File: src/rtl/rs_deint_syndrome.sv
// rtl/rs_deint_syndrome.sv - LRPT RS de-interleaver and per-codeword syndrome generator
// Optional: RS_DUAL_BASIS_EN converts CCSDS dual-basis input bytes to conventional basis.
module rs_deint_syndrome #(
  parameter int         INTERLEAVE = 4,
  parameter int         N          = 255,
  parameter int         NROOTS     = 32,
  parameter int         FCR        = 112,
  parameter int         PRIM       = 11,
  parameter logic [8:0] GF_POLY    = 9'h187
) (
  input  logic                          clk_in,
  input  logic                          rst_n_in,
  input  logic                          new_cvcdu_in,
  input  logic                          symbol_valid_in,
  input  logic [7:0]                    symbol_in,
  output logic                          symbol_ready_out,
  output logic                          syn_valid_out,
  input  logic                          syn_ready_in,
  output logic [$clog2(INTERLEAVE)-1:0] syn_cw_out,
  output logic [$clog2(NROOTS)-1:0]     syn_idx_out,
  output logic [7:0]                    syn_out,
  output logic                          cw_ok_out,
  output logic                          frame_err_out
);

  localparam int FRAME = INTERLEAVE * N;
  localparam int BW    = $clog2(FRAME);
  localparam int CW_W  = $clog2(INTERLEAVE);
  localparam int IX_W  = $clog2(NROOTS);
  localparam logic [BW-1:0]   FRAME_LAST = BW'(FRAME - 1);
  localparam logic [BW-1:0]   IL_B       = BW'(INTERLEAVE);
  localparam logic [CW_W-1:0] LAST_CW    = CW_W'(INTERLEAVE - 1);
  localparam logic [IX_W-1:0] IX_LAST    = IX_W'(NROOTS - 1);

  typedef enum logic [1:0] {IDLE, ACCUM, DRAIN} state_t;

  function automatic logic [7:0] gf_mul(input logic [7:0] a, input logic [7:0] b);
    logic [7:0] p, x;
    p = '0;
    x = a;
    for (int i = 0; i < 8; i++) begin
      if (b[i]) p = p ^ x;
      x = {x[6:0], 1'b0} ^ (x[7] ? GF_POLY[7:0] : 8'h00);
    end
    return p;
  endfunction

  // alpha^e by square-and-multiply; only evaluated at elaboration for the root constants
  function automatic logic [7:0] gf_pow_alpha(input int e);
    logic [7:0] r, b;
    int k;
    r = 8'h01;
    b = 8'h02;
    k = e % 255;
    for (int i = 0; i < 8; i++) begin
      if (k[i]) r = gf_mul(r, b);
      b = gf_mul(b, b);
    end
    return r;
  endfunction

  state_t          state, state_nxt;
  logic [BW-1:0]   bcnt, eff_bcnt;
  logic [CW_W-1:0] ch, eff_ch, dcw;
  logic [IX_W-1:0] didx;
  logic [7:0]      syn [INTERLEAVE][NROOTS];
  logic [7:0]      prod [NROOTS];
  logic [7:0]      nxt [NROOTS];
  logic [INTERLEAVE-1:0] nz;
  logic [7:0]      sym;
  logic            accept, restart, write, first, nz_new, last_beat;

`ifdef RS_DUAL_BASIS_EN
  // Conventional-basis image of each dual-basis unit vector (columns of the inverse Berlekamp matrix)
  localparam logic [7:0] DUAL_COL [8] = '{8'hcc, 8'hac, 8'h79, 8'hf0, 8'hfd, 8'h2e, 8'h42, 8'hc5};
  always_comb begin
    sym = '0;
    for (int b = 0; b < 8; b++)
      if (symbol_in[b]) sym = sym ^ DUAL_COL[b];
  end
`else
  assign sym = symbol_in;
`endif

  assign symbol_ready_out = (state != DRAIN);
  assign accept   = symbol_valid_in & symbol_ready_out;
  assign restart  = accept & new_cvcdu_in;
  assign write    = accept & ((state == ACCUM) | new_cvcdu_in);
  assign eff_bcnt = restart ? '0 : bcnt;
  assign eff_ch   = restart ? '0 : ch;
  assign first    = (eff_bcnt < IL_B);
  assign last_beat = (dcw == LAST_CW) && (didx == IX_LAST);

  // One multiplier bank shared by all codewords; the active channel's syndromes are muxed in
  for (genvar j = 0; j < NROOTS; j++) begin : g_root
    localparam logic [7:0] ROOT = gf_pow_alpha(PRIM * (FCR + j));
    assign prod[j] = gf_mul(syn[eff_ch][j], ROOT);
  end

  always_comb begin
    nz_new = 1'b0;
    for (int j = 0; j < NROOTS; j++) begin
      nxt[j] = first ? sym : (prod[j] ^ sym);
      nz_new = nz_new | (nxt[j] != 8'h00);
    end
  end

  always_comb begin
    state_nxt = state;
    case (state)
      IDLE:    if (restart) state_nxt = ACCUM;
      ACCUM:   if (accept && (eff_bcnt == FRAME_LAST)) state_nxt = DRAIN;
      DRAIN:   if (syn_ready_in && last_beat) state_nxt = IDLE;
      default: state_nxt = IDLE;
    endcase
  end

  always_ff @(posedge clk_in or negedge rst_n_in) begin
    if (!rst_n_in) begin
      state         <= IDLE;
      bcnt          <= '0;
      ch            <= '0;
      dcw           <= '0;
      didx          <= '0;
      nz            <= '0;
      frame_err_out <= 1'b0;
      for (int c = 0; c < INTERLEAVE; c++)
        for (int j = 0; j < NROOTS; j++)
          syn[c][j] <= '0;
    end else begin
      state         <= state_nxt;
      frame_err_out <= restart && (state == ACCUM) && (bcnt != '0);
      if (write) begin
        for (int j = 0; j < NROOTS; j++)
          syn[eff_ch][j] <= nxt[j];
        nz[eff_ch] <= nz_new;
        bcnt <= (eff_bcnt == FRAME_LAST) ? '0 : eff_bcnt + BW'(1);
        ch   <= (eff_ch == LAST_CW) ? '0 : eff_ch + CW_W'(1);
      end
      if ((state == DRAIN) && syn_ready_in) begin
        if (didx == IX_LAST) begin
          didx <= '0;
          dcw  <= (dcw == LAST_CW) ? '0 : dcw + CW_W'(1);
        end else begin
          didx <= didx + IX_W'(1);
        end
      end
    end
  end

  assign syn_valid_out = (state == DRAIN);
  assign syn_cw_out    = syn_valid_out ? dcw : '0;
  assign syn_idx_out   = syn_valid_out ? didx : '0;
  assign syn_out       = syn_valid_out ? syn[dcw][didx] : 8'h00;
  assign cw_ok_out     = syn_valid_out && (didx == IX_LAST) && !nz[dcw];

endmodule

File: config.mk
export PLATFORM = sky130hd
export DESIGN_NAME = rs_deint_syndrome
export DESIGN_NICKNAME = d
export VERILOG_FILES = /design/src/rtl/rs_deint_syndrome.sv
export SDC_FILE = /design/constraint.sdc
export NUM_CORES = 2
export LEC_CHECK = 0
export CAP_MARGIN = 20
export CORE_MARGIN = 5
export CORE_UTILIZATION = 50
export CTS_BUF_LIST = sky130_fd_sc_hd__clkbuf_8
export DETAILED_ROUTE_END_ITERATION = 12
export GPL_ROUTABILITY_DRIVEN = 1
export PLACE_DENSITY = 0.66
export RECOVER_POWER = 25
export SLEW_MARGIN = 20
export SYNTH_ARGS = -nofsm -noshare
export SYNTH_HDL_FRONTEND = slang
export SYNTH_SLANG_ARGS = --single-unit
File: constraint.sdc
create_clock -name clk_in -period 5 [get_ports clk_in]
set_input_delay 0.5 -clock clk_in [delete_from_list [all_inputs] [get_ports clk_in]]
set_output_delay 0.5 -clock clk_in [all_outputs]
set_load 0.01 [all_outputs]
# Word-level counts from Yosys, hierarchy flattened
# Index checks and enable logic that the tools add are counted.
# totals
register_bits	1050
input_bits	13
output_inout_bits	19
wordCells	864
# op_classes
addsub	4
order_cmp	8
n_eq_ne	10
muxes	329
n_bitwise	331
n_reduce_logical	47
# ops
operator	count
$bwmux W1024	32
$demux W256 S2	32
$xor A8 B8 Y8	293
$mux W8	210
$mux W256	5
$bmux W256 S2	2
$reduce_bool A8 Y1	32
$mux W248	1
$mux W240	1
$mux W232	1
$mux W224	1
$mux W216	1
$mux W208	1
$mux W200	1
$mux W192	1
$mux W184	1
$mux W176	1
$mux W168	1
$mux W160	1
$mux W152	1
$mux W144	1
$mux W136	1
$mux W128	1
$mux W120	1
47 further kinds	106

# Logic depth before layout (Yosys ltp)
# depth
ltp_word	57
depth_mapped	21
mapped_depth_nobuf	16

# Least setup slack after synthesis
# Ideal clock, no wire load.
# synth_timing
path_type	input to register
start	input symbol_valid_in
end	register nz[1]
setup_ns	0.144
t_arrival_ns	3.926
required_time_ns	4.856
setup_slack_ns	0.930
path_stages	18
n_path_buf	4
path_cell_list	and2_1 -> buf_6 -> a21oi_4 -> inv_4 -> buf_6 -> buf_6 -> buf_6 -> o22ai_1 -> a21oi_1 -> xnor2_1 -> xnor2_2 -> mux2i_1 -> xnor2_1 -> nand2_1 -> nor4b_1 -> or4b_4 -> nor4_4 -> a31oi_1
# synth_between
elab_chain_cells	56
word_cells_on_any_way	578
classes_between	order compare: 3; mux: 214; bitwise: 328; reduce/logical: 33
# synth_lines
item	line_no	text
start: declaration	14	input logic symbol_valid_in,
$and A1 B1 Y1 *	86	assign accept = symbol_valid_in & symbol_ready_out;
$and A1 B1 Y1	87	assign restart = accept & new_cvcdu_in;
$mux W2	90	assign eff_ch = restart ? '0 : ch;
$not A2 Y3 (not written as such)	97	assign prod[j] = gf_mul(syn[eff_ch][j], ROOT);
$bmux W256 S2	97	
$mux W256 (not written as such) (2 in a row)	97	
$mux W8	43	x = {x[6:0], 1'b0} ^ (x[7] ? GF_POLY[7:0] : 8'h00);
$xor A8 B8 Y8	43	
[10 not listed]	-	
$mux W8	43	
$xor A8 B8 Y8	43	
$xor A8 B8 Y8	42	if (b[i]) p = p ^ x;
$xor A8 B8 Y8	103	nxt[j] = first ? sym : (prod[j] ^ sym);
$mux W8	103	
$reduce_bool A8 Y1	104	nz_new = nz_new | (nxt[j] != 8'h00);
$or A1 B1 Y1 (30 in a row)	104	
$bwmux W4	136	nz[eff_ch] <= nz_new;
end signal: indexed assignment	136	
end: declaration	69	logic [INTERLEAVE-1:0] nz;
# Every way passes the cells marked *; elsewhere a longest branch is shown, timed or not. The select of a mux whose other input is x is not followed.
# A chain may end at the register's enable or synchronous reset.

# Worst setup path in the final report
# layout_timing
start	register dcw[1]
end	output syn_out[1]
# layout_between
elab_chain_cells	8
# layout_lines
item	line_no	text
start: declaration	64	logic [CW_W-1:0] ch, eff_ch, dcw;
start signal: assignment	143	dcw <= (dcw == LAST_CW) ? '0 : dcw + CW_W'(1);
$not A2 Y3 (not written as such)	154	assign syn_out = syn_valid_out ? syn[dcw][didx] : 8'h00;
$bmux W256 S2	154	
$mux W256 (not written as such) (2 in a row)	154	
$bmux W8 S5	154	
$mux W8 (not written as such) (2 in a row)	154	
$mux W8	154	
end: declaration	21	output logic [7:0] syn_out,
# Every way passes these cells. The select of a mux whose other input is x is not followed.

==> summary.md <==
| Metric | Value |
|---|---|
| Detailed-route wire length | 256 mm |
| Kind of start point of the critical path | flop |
| Critical-path top delay cell | sky130_fd_sc_hd__mux4_2 |
| FP Rows | 134 |
| Most common cell after layout, fill and taps aside | sky130_fd_sc_hd__nand2_1 |
| End of the worst register-to-register path | nz[2]$_DFFE_PN0P_ |
| Number of maximum-capacitance constraint violations | 5 |
| GRT Util Overall | 35.7% |
| Dominant register cell in the synthesized netlist | sky130_fd_sc_hd__dfrtp_1 |
| Floorplan die area | 0.141 mm2 |
| Worst Tran Pin Value | 2460 ps |
| WL per Instance | 27.4 um |
| Starting Density | 50.2% |
| First-pass GRT wire length | 379 mm |
| Post-route antenna net violation count | 0 |
| Number of detailed-routing iterations run before antenna repair | 6 |
| Share of the core filled with cells in the final layout | 59.1% |
| Fraction of layout cells with a size suffix above 1 | 25.0% |
| Setup slack, reg-to-reg | 150 ps |
| Fin Clk Skew | 74.5 ps |
| Launch instance of the worst register-to-register path | state[0]$_DFFE_PN0P_ |
| Max Root-Sink Buffers | 3 |
| I/O pin cnt | 32 |
| Syn Area/Cell | 9.73 um2 |
| Portion of the clock cycle consumed by the worst path in the final layout | 99.2% |
| DRC violation count after routing | 0 |
| Largest driver fanout on the critical path | 10 |
| Growth of design area from synthesis to finish | 17.7% |
| Sequential share of the synthesized area | 39.3% |
| Number of DRC markers after the initial detailed-route iteration | 7253 |
| Critical setup path kind | flop to primary output |
| Violations in the final reports | max-capacitance violations, max-slew violations |
| HPWL after detailed placement | 177 mm |
| Async SR Flop Fraction | 100% |
| Total congestion overflow | 0 |
| DR vias | 59300 |
| Min Tclk post-route | 4960 ps |
| Most numerous cell on the critical path | sky130_fd_sc_hd__mux4_2 |
| Vias in the first global route | 56600 |
| Post-layout nets | 7425 |
| Fmax | 202 MHz |
| Via count normalized by instance count | 6.36 |
| Setup-violating endpoint count in the final report | 0 |
| Combined area of all synthesized cells | 0.0668 mm2 |
| Clock-pin slew reported for the worst setup and hold paths after clock tree synthesis | 70 ps |
| Met1 capacity usage during global routing | 47.2% |
| Number of fill cells in the layout | 11400 |
| Worst path max stage delay | 540 ps |
| Worst slew margin relative to its limit | -63.8% |
| Die Y | 375 um |
| Antenna violations before repair | 12 |
| Ys Warns | 0 |
| Crit path from | dcw[1]$_DFFE_PN0P_ |
| Length in cells of the worst reg-to-reg path | 16 |
| Met2 usage | 52.1% |
| GRT Max-Usage Layer | met2 |
| Worst path arrival time | 4460 ps |
| Floorplan die width | 375 um |
| Highest-count cells in the layout ignoring fill and taps | 1265 x sky130_fd_sc_hd__nand2_1, 1061 x sky130_fd_sc_hd__o21ai_0, 1044 x sky130_fd_sc_hd__dfrtp_1, 793 x sky130_fd_sc_hd__buf_4, 558 x sky130_fd_sc_hd__xnor2_1 |
| Flops & latches, synth | 1050 |
| Global-route met3 utilization | 10.6% |
| Global placer's final weighted congestion | 1.02 |
| Clock latency on the worst-skew pair | 990 ps |
| Master cell of the clock root buffer | sky130_fd_sc_hd__clkbuf_8 |
| Min-Delay Path Class | primary input to flop |
| Chain of cells forming the critical path | buf_12 -> buf_12 -> bufbuf_16 -> mux4_2 -> mux4_2 -> mux4_2 -> mux2i_1 -> nor2_1 -> clkdlybuf4s50_1 |
| H-Tree Depth | 4 |
| Required time worst endpoint | 4500 ps |
| Cts bufs inserted | 189 |
| Endpoint type of the worst setup path | primary output |
| Status | complete, but fails checks |
| Endpoint of the worst setup timing path | syn_out[1] |
| Number of endpoints with negative hold slack in the final report | 0 |
| Largest net degree at the start of global routing | 196 |
| Number of nets produced by synthesis | 6888 |
| Synthesized instance count | 6867 |
| Slew Limit Fails | 567 |
| Placeable Area | 0.133 mm2 |
| Num Clock Sinks | 1050 |
| CTS tree | done |
| Quantity of I/O buffers inserted on ports | 31 |
| Cell variety after synth | 99 |
| Post-synth EDFFs | 0 |
## per-layer routing
metal,wire (um),up-vias
li1,-,25600
met1,96800,29100
met2,110000,3740
met3,30300,881
met4,19100,6
met5,36,-
## worst max-delay path, delay by kind of cell (launching register included)
kind,cells,cell delay (ps)
buf+inv,4,1140
mux,4,1750
flops,1,460
simple gates,1,120
## layout make-up
| cell class | count | area, um2 | share of cell area (%) |
|---|---|---|---|
| Multi-Input combinational cell | 5198 | 37600 | 47.8 |
| Tap cell | 1768 | 2210 | 2.81 |
| Clock inverter | 93 | 602 | 0.765 |
| Clock buffer | 243 | 3340 | 4.25 |
| Inverter | 29 | 124 | 0.158 |
| Antenna cell | 8 | 20.0 | 0.0255 |
| Sequential cell | 1050 | 26300 | 33.4 |
| Timing Repair Buffer | 936 | 8450 | 10.7 |
## metrics by stage
step	hold slack (ps)	instances	setup slack, ps	setup TNS, ps	area [um2]
global placement	470	8944	-347	-1360	74100
CTS	112	9301	-15.5	-15.5	78500
global route	184	9320	-27.6	-54.8	78600
floorplan	204	6867	930	0	66800
detailed placement	479	8944	-436	-1710	74100
finish	183	9325	40.6	0	78600
## logic make-up after synthesis
kind of cell | after synthesis | share of synthesized area (%)
simple gates | 1939 | 12.5
mux | 625 | 16.2
flops | 1050 | 39.3
buf+inv | 619 | 4.59
compound gates | 1893 | 16.2
xor+xnor | 732 | 11.0
fa+ha+maj | 9 | 0.165
## Yosys cell counts (all sizes together), types with 11 or more instances
master,instances,area share (%)
a21oi,255,2.2
a22oi,29,0.33
a2bb2oi,29,0.38
a31oi,20,0.19
and2,28,0.26
and3,15,0.14
buf,262,2.6
clkbuf,328,1.8
dfrtp,1050,39
inv,29,0.17
mux2,230,3.9
mux2i,53,0.79
mux4,342,12
nand2,1271,7.2
nand2b,187,1.8
nand3,32,0.24
nand4,36,0.34
nor2,256,1.5
nor3,33,0.25
nor4,17,0.19
o211ai,13,0.15
o21ai,1075,8.1
o221ai,11,0.17
o22ai,386,3.7
or3,18,0.17
xnor2,585,7.9
xnor3,49,1.7
xor2,95,1.3
## state kept, by name (all words and copies together) (netlist names)
register,flops
dcw,2
frame_err_out,1
ch,2
nz,4
syn,1024
didx,5
bcnt,10
state,2
## repair_timing
item,4_1_cts,5_1_grt
cloned,6,0
setup buffers,14,15
hold endpoints to repair,70,0
gates resized for setup,21,15
setup endpoints to repair,8,6
hold buffers,1,0
## worst min path at each step
| stage | startpoint | to | slack [ps] | depth (start not counted) |
|---|---|---|---|---|
| 3_5_place_dp | syn[44]$_DFFE_PN0P_ | syn[44]$_DFFE_PN0P_ | 480 | 2 |
| 3_3_place_gp | syn[290]$_DFFE_PN0P_ | syn[290]$_DFFE_PN0P_ | 470 | 2 |
| 5_1_grt | symbol_in[0] | syn[328]$_DFFE_PN0P_ | 180 | 4 |
| 4_1_cts | symbol_in[0] | syn[840]$_DFFE_PN0P_ | 110 | 4 |
| 6_report | symbol_in[0] | syn[840]$_DFFE_PN0P_ | 180 | 4 |
| 2_1_floorplan | rst_n_in | bcnt[0]$_DFFE_PN0P_ | 200 | 0 |
Power is not shown: default switching activity piles up to over one toggle a cycle in this logic, so the estimate is an artifact.
